[src/rtl/serial_collect_pkg.sv]
// Shared constants and types for the LSB-first serial word collector.
package serial_collect_pkg;

  // Default serial word width in bits.
  localparam int W_DEF = 8;

  // Bit-counter width for a word of w bits: ceil(log2(w)), never below 1.
  function automatic int cnt_width(input int w);
    return (w < 2) ? 1 : $clog2(w);
  endfunction

  localparam int CNT_W_DEF = cnt_width(W_DEF);

  // Collector phase, decoded from the bit counter (IDLE when cnt == 0).
  typedef enum logic {
    ST_IDLE    = 1'b0,
    ST_COLLECT = 1'b1
  } st_e;

endpackage

[src/rtl/serial_collect.sv]
// Serial-to-parallel collector: gathers W valid bits (LSB first) into one
// word held in a single-entry output register with a valid/ready handshake.
module serial_collect
  import serial_collect_pkg::*;
#(
  parameter int W = W_DEF
) (
  input  logic         t_clk,
  input  logic         r,
  input  logic         i,
  input  logic         i_vld,
  input  logic         i_sof,
  output logic [W-1:0] o_word,
  output logic         o_vld,
  input  logic         o_rdy,
  output logic         o_frm_err,
  output logic         o_ovf
);

  localparam int            CW   = cnt_width(W);
  localparam logic [CW-1:0] LAST = CW'(W - 1);

  logic [CW-1:0] cnt_q, cnt_d;
  logic [W-1:0]  sh_q, sh_d;
  logic [W-1:0]  word_q, word_d;
  logic          vld_q, vld_d;
  logic          ferr_q, ferr_d;
  logic          ovf_q, ovf_d;
  logic          done;
  st_e           st;

  assign st = (cnt_q == '0) ? ST_IDLE : ST_COLLECT;

  // Next state: bit capture, resync on i_sof, completion and output handshake.
  always_comb begin
    cnt_d  = cnt_q;
    sh_d   = sh_q;
    word_d = word_q;
    vld_d  = vld_q;
    ferr_d = 1'b0;
    ovf_d  = ovf_q;
    done   = 1'b0;

    // Downstream consumes the held word.
    if (vld_q && o_rdy) vld_d = 1'b0;

    if (i_vld) begin
      if (i_sof) begin
        // Resync: drop any partial word; flag it only if one was in progress.
        ferr_d  = (st == ST_COLLECT);
        sh_d    = '0;
        sh_d[0] = i;
        cnt_d   = CW'(1);
      end else begin
        sh_d[cnt_q] = i;
        if (cnt_q == LAST) begin
          done  = 1'b1;
          cnt_d = '0;
        end else begin
          cnt_d = cnt_q + CW'(1);
        end
      end
    end

    // A finished word loads if the slot is free or being freed this edge;
    // otherwise it is lost and the overflow flag sticks.
    if (done) begin
      if (!vld_q || o_rdy) begin
        word_d = sh_d;
        vld_d  = 1'b1;
      end else begin
        ovf_d = 1'b1;
      end
    end
  end

  // State registers with synchronous reset taking priority over all inputs.
  always_ff @(posedge t_clk) begin
    if (r) begin
      cnt_q  <= '0;
      sh_q   <= '0;
      word_q <= '0;
      vld_q  <= 1'b0;
      ferr_q <= 1'b0;
      ovf_q  <= 1'b0;
    end else begin
      cnt_q  <= cnt_d;
      sh_q   <= sh_d;
      word_q <= word_d;
      vld_q  <= vld_d;
      ferr_q <= ferr_d;
      ovf_q  <= ovf_d;
    end
  end

  assign o_word    = word_q;
  assign o_vld     = vld_q;
  assign o_frm_err = ferr_q;
  assign o_ovf     = ovf_q;

endmodule

[config.mk]
export PLATFORM = sky130hd
export DESIGN_NAME = serial_collect
export DESIGN_NICKNAME = d
export VERILOG_FILES = /design/src/rtl/serial_collect_pkg.sv /design/src/rtl/serial_collect.sv
export SDC_FILE = /design/constraint.sdc
export NUM_CORES = 1
export LEC_CHECK = 0
export BUFFER_PORTS_ARGS = -buffer_cell sky130_fd_sc_hd__buf_4
export CORE_AREA = 2 2 46 48
export DETAILED_ROUTE_END_ITERATION = 6
export DIE_AREA = 0 0 48 50
export PLACE_DENSITY = 0.72
export SETUP_SLACK_MARGIN = 0.4
export SLEW_MARGIN = 20
export SYNTH_ARGS = -nofsm -noshare
export SYNTH_HDL_FRONTEND = slang
export SYNTH_SLANG_ARGS = --single-unit
[constraint.sdc]
create_clock -name t_clk -period 3.5 [get_ports t_clk]
set_clock_uncertainty 0.1 [all_clocks]
set_input_delay 0.35 -clock t_clk [delete_from_list [all_inputs] [get_ports t_clk]]
set_output_delay 0.35 -clock t_clk [all_outputs]
set_load 0.1 [all_outputs]
==> results of run 1 <==
[critical path, cell delays in order (launching register included)]
cell and delay [ps]:
dfxtp_1 540, ha_1 210, ha_1 150, and3b_1 380, and2_1 360, a311oi_2 140
[registers in the layout (all words and copies together), names as in the netlist]
register,flops
cnt_q,3
sh_q,8
o_vld,1
o_ovf,1
o_word,8
o_frm_err,1
[layout make-up]
cell class,count,area [sq um],area share
sequential,22,440,0.386
timing repair buffer,16,120,0.105
multi-input combinational,66,475,0.417
tap,27,33.8,0.0296
clock buffer,4,36.3,0.0318
inverter,9,33.8,0.0296
[metrics by stage]
step / hold WS (ps) / utilization
2_1_floorplan: 324 / -
3_3_place_gp: 338 / 0.580
3_5_place_dp: 345 / 0.580
4_1_cts: 235 / 0.599
5_1_grt: 236 / 0.599
6_report: 246 / 0.599
[path summary, 6_finish.rpt]
| kind | from | end | slack (ps) |
|---|---|---|---|
| setup reg to reg | cnt_q[0] | o_word[0] | 1510 |
| hold / removal | i_sof | o_frm_err | 250 |
| setup / recovery | cnt_q[0] | o_word[0] | 1510 |
| hold reg to reg | sh_q[7] | sh_q[7] | 370 |
[logic make-up after synthesis]
logic type	count (synthesis)	share of synthesized area
compound gates	30	0.214
fa+ha+maj	3	0.0378
buf+inv	18	0.0781
flops	22	0.443
mux	7	0.0705
simple gates	26	0.156
[layout by cell type, fill, tap and decap left out, types with 3 or more instances in the layout]
| master | n |
|---|---|
| dfxtp_1 | 22 |
| buf_4 | 16 |
| a21oi_1 | 11 |
| inv_1 | 9 |
| mux2i_1 | 7 |
| a211oi_1 | 7 |
| nor2_1 | 6 |
| o32ai_1 | 6 |
| nor2b_1 | 3 |
| nor3b_1 | 3 |
| nand3b_1 | 3 |
| ha_1 | 3 |
| clkbuf_4 | 3 |
[routing by layer]
layer  vias up  share of wire  routed length, microns
met4         0         0.0057                      10
met2        16           0.45                     797
li1        402              -                       -
met3         2          0.042                      73
met5         -              0                       0
met1       341           0.50                     878
[power by group through the flow]
stage               Combinational, W  Sequential, W  Clock, W
finish                     0.0000322       0.000257  0.000132
global route               0.0000359       0.000258  0.000154
CTS                        0.0000324       0.000257  0.000139
detailed placement         0.0000323       0.000263         0
global placement           0.0000323       0.000263         0
floorplan                  0.0000236       0.000262         0
==> results.md, run 1 <==
* Total power at 0.000422 W
* Grt met1 use at 0.227
* Remaining DRCs at 0
* First-pass GRT wire length at 2.92 mm
* Post-Syn Area at 993 sq um
* Final Hold Vio Count at 0
* CTS hold repair buffers at 0
* Cell taking the most area after synthesis: dfxtp_1
* Period utilization at 0.568
* Total leakage power at 0.443 nW
* Finished Layout Cells at 144
* Port buffer count at 16
* Max-Cap Viols at 0
* Most numerous cell in the Yosys netlist: dfxtp_1
* Grt peak-use layer: met2
* Sequential-to-total area share from yosys stat at 0.443
* HPWL after DPL at 1.30 mm
* GRT met3 Usage at 0.0330
* Core area at 1900 sq um
* Placer Congestion at 0.768
* Vias per cell at 5.28
* Fin area at 1140 sq um
* Hold depth at 3
* GRT Total Usage at 0.167
* Critical path arrival at 2060 ps
* CTS clk-pin slew, worst paths at 110 ps
* Die Area at 2400 sq um
* Worst Reg-to-Reg Cells at 5
* Skew-Pair Late Insertion Delay at 290 ps
* PwrDens at 370 nW/um^2
* Count of different cell masters after synthesis at 27
* Root Buffer: clkbuf_4
* Wire length per cell at 12.2 microns
* Layout cell share with drive strength beyond 1 at 0.188
* Final Critical Period at 1990 ps
* CTS resizes at 0
* GR Layer Usage met2 at 0.264
* Critical path startpoint category: flop
* Total Nets Final at 127
* CTS tree: built
* Max-slew violation count at 0
* Placed inst area at 1100 sq um
* Top cell type's share of synthesized area at 0.443
* Finish-stage setup viols at 0
* Largest net degree at the start of global routing at 24
* Vias in the first global route at 686
* Die height at 50 microns
* Setup slack after layout at 1510 ps
* Crit Path Max Fanout at 12
* Ranking of synthesized cells by area: dfxtp_1 (44%), mux2i_1 (7.1%), a21oi_1 (5.5%)
* Worst VDD drop at 0.000190 V
* Routed Antenna Nets at 0
* CP Class: flop to flop
* RSZ-0062 raised after global routing: no
* H-Tree Depth at 1
* Yosys reg bits at 22
* Required time of the critical path at 3580 ps
* Crit path capture type: flop
* Synth Net Count at 115
* # rows at 16
* Initial Util at 0.522
* Syn Inst Count at 106
* DR pass1 iterations at 4
* Yosys warns at 0
* Total gr overflow at 0
* Mean Syn Cell Area at 9.37 sq um
* Total negative slack at 0 ps
* Placed cells at 140
* Net Sw Power at 0.0000917 W
* # IOs at 17
* Clk buf depth at 2
* Antenna Cells at 0
* Die Wd at 48 microns
* Clock power share at 0.314
* Register share of total power at 0.610
* Pre-CTS setup slack at 1530 ps
* Status: finished, final reports clean
* Setup bufs post-CTS at 0
* Hold crit path type: primary input to flop
* Initial antenna violation count at 0
* Clock sink count at 22
* Commonest cells post-synth: dfxtp_1 (22), a21oi_1 (11), inv_1 (9)
* WL final at 1.76 mm
* Fmax at 0.503 GHz
* DRT iter0 DRCs at 4
* Post-synth top flop: dfxtp_1
* Worst slew pin tran at 351 ps
* Worst slew margin at 0.766
* Via count at 761
* Logic gate share of total power at 0.076
* Area grow syn2layout at 14.7%
* P_int at 0.000330 W
* Net Sw Frac at 0.217
* Ys async rst share at 0
* TritonCTS buffer count at 3
* Post-synth EDFFs at 0
* Fillcell total at 171
No activity file was read; power rests on OpenSTA's default activity.
==> run 2: changes to the inputs <==
CORE_AREA = 2 2 49 51   (was 2 2 46 48)
DIE_AREA = 0 0 51 53   (was 0 0 48 50)
PLACE_DENSITY = 0.67   (was 0.72)
clock period = 1.8 ns   (was 3.5 ns; I/O delays follow)
==> results.md, run 2 (synthesized netlist as in run 1, its figures left out) <==
* Required time of the critical path at 1950 ps (-1630 ps)
* First-pass GRT wire length at 3.73 mm (+28%)
* TritonCTS buffer count at 3 (unchanged)
* Period utilization at 0.872 (+0.303)
* CTS hold repair buffers at 0 (unchanged)
* Layout cell share with drive strength beyond 1 at 0.395 (+0.207)
* Clock sink count at 22 (unchanged)
* WL final at 2.24 mm (+27%)
* PwrDens at 699 nW/um^2 (+89%)
* Initial antenna violation count at 0 (unchanged)
* Wire length per cell at 14.7 microns (+21%)
* Max-slew violation count at 0 (unchanged)
* Worst slew margin at 0.779 (+0.0129)
* Worst Reg-to-Reg Cells at 6 (+1)
* Total negative slack at 0 ps (unchanged)
* # rows at 17 (+1)
* Initial Util at 0.462 (-0.0599)
* Antenna Cells at 0 (unchanged)
* # IOs at 17 (unchanged)
* Clk buf depth at 2 (unchanged)
* Placed cells at 145 (+3.6%)
* RSZ-0062 raised after global routing: yes
* Worst slew pin tran at 332 ps (-19.4 ps)
* Die Area at 2700 sq um (+13%)
* CTS tree: built
* Finish-stage setup viols at 0 (unchanged)
* DRT iter0 DRCs at 15 (+11)
* Finished Layout Cells at 152 (+5.6%)
* GRT Total Usage at 0.187 (+0.0204)
* Port buffer count at 16 (unchanged)
* Crit path capture type: flop
* Core area at 2150 sq um (+13%)
* Status: finished, final reports clean
* Total gr overflow at 0 (unchanged)
* H-Tree Depth at 1 (unchanged)
* Final Critical Period at 1570 ps (-421 ps)
* Total Nets Final at 134 (+5.5%)
* Most frequent cells in the layout: dfxtp_1 (18), buf_4 (17), a21oi_1 (11)
* Skew-Pair Late Insertion Delay at 320 ps (+30 ps)
* Placer Congestion at 0.762 (-0.72%)
* HPWL after DPL at 1.44 mm (+11%)
* Commonest non-fill, non-tap cell in the layout: dfxtp_1
* Hold depth at 2 (-1)
* Vias per cell at 5.44 (+3.0%)
* Critical path startpoint category: flop
* Worst VDD drop at 0.000515 V (+170%)
* Routed Antenna Nets at 0 (unchanged)
* Total leakage power at 0.492 nW (+11%)
* Hold crit path type: primary input to flop
* Final design utilization at 0.614 (+0.0151)
* Via count at 827 (+8.7%)
* Die height at 53 microns (+6.0%)
* Max-Cap Viols at 0 (unchanged)
* CP Class: flop to flop
* Vias in the first global route at 836 (+22%)
* Largest net degree at the start of global routing at 24 (unchanged)
* CTS clk-pin slew, worst paths at 140 ps (+30 ps)
* DR pass1 iterations at 4 (unchanged)
* Fmax at 0.637 GHz (+27%)
* Final Hold Vio Count at 0 (unchanged)
* Area grow syn2layout at 32.9%
* Crit Path Max Fanout at 5 (-7)
* Root Buffer: clkbuf_4
* Critical path arrival at 1720 ps (-340 ps)
* Remaining DRCs at 0 (unchanged)
* Die Wd at 51 microns (+6.3%)
## run 2: cell types whose count changed in the layout (fill, tap and decap cells not counted), moves of 2 or more
cell,before,now
nor3b_2,0,2
ha_1,3,1
a211oi_2,0,7
buf_6,0,6
mux2i_2,0,3
mux2i_1,7,4
dfxtp_1,22,18
nor3b_1,3,0
a211oi_1,7,0
dfxtp_2,0,3
## run 2: final timing paths
check           start         to  slack (ps)
max          cnt_q[1]  o_word[5]         230
min             i_vld    sh_q[6]          60
max reg2reg  cnt_q[1]  o_word[5]         230
min reg2reg   sh_q[3]    sh_q[3]         390
## run 2: per-layer routing
metal  part of all wire  routed length [microns]  global-route usage  vias up
met3              0.033                       74              0.0339        4
li1                   -                        -                   -      413
met4              0.023                       51               0.108        0
met5                  0                        0                   0        -
met2               0.49                     1100               0.305       19
met1               0.45                     1020               0.232      391
## run 2: area by class of cell
type | instances | area, sq um
multi-input cells | 66 | 561
fillers | 199 | 828
flip-flops and latches | 22 | 448
repair buffers | 23 | 195
clock buffers | 4 | 47.5
well taps | 28 | 35.0
inverters | 9 | 33.8
## run 2: power breakdown
group / internal [W] / leakage (nW) / switching (W) / total, W
combinational: 0.0000385 / 0.286 / 0.0000488 / 0.0000873
clock: 0.000170 / 0.0261 / 0.000171 / 0.000341
sequential: 0.000492 / 0.180 / 0.00000331 / 0.000495
total: 0.000700 / 0.492 / 0.000223 / 0.000923
## run 2: stage by stage
stage          area (sq um)  total power [W]  hold slack (ps)  worst slack (ps)
2_1_floorplan          1050         0.000556              184               286
3_3_place_gp           1170         0.000578              336               175
3_5_place_dp           1170         0.000579              365               164
4_1_cts                1280         0.000920             45.5               218
5_1_grt                1320         0.000957             66.4               178
6_report               1320         0.000923             56.1               231
## run 2: what timing repair did
| action | CTS | global route |
|---|---|---|
| pin swaps | 5 | 4 |
| cloned | 0 | 0 |
| endpoints found under the setup margin | 13 | 19 |
| gates resized for setup | 11 | 8 |
| setup buffers | 3 | 0 |
## run 2: critical path, stage by stage (launching register included)
cell and delay, ps:
dfxtp_2 360, ha_2 180, ha_4 150, and3b_1 190
and2_4 190, buf_6 140, a211oi_2 190
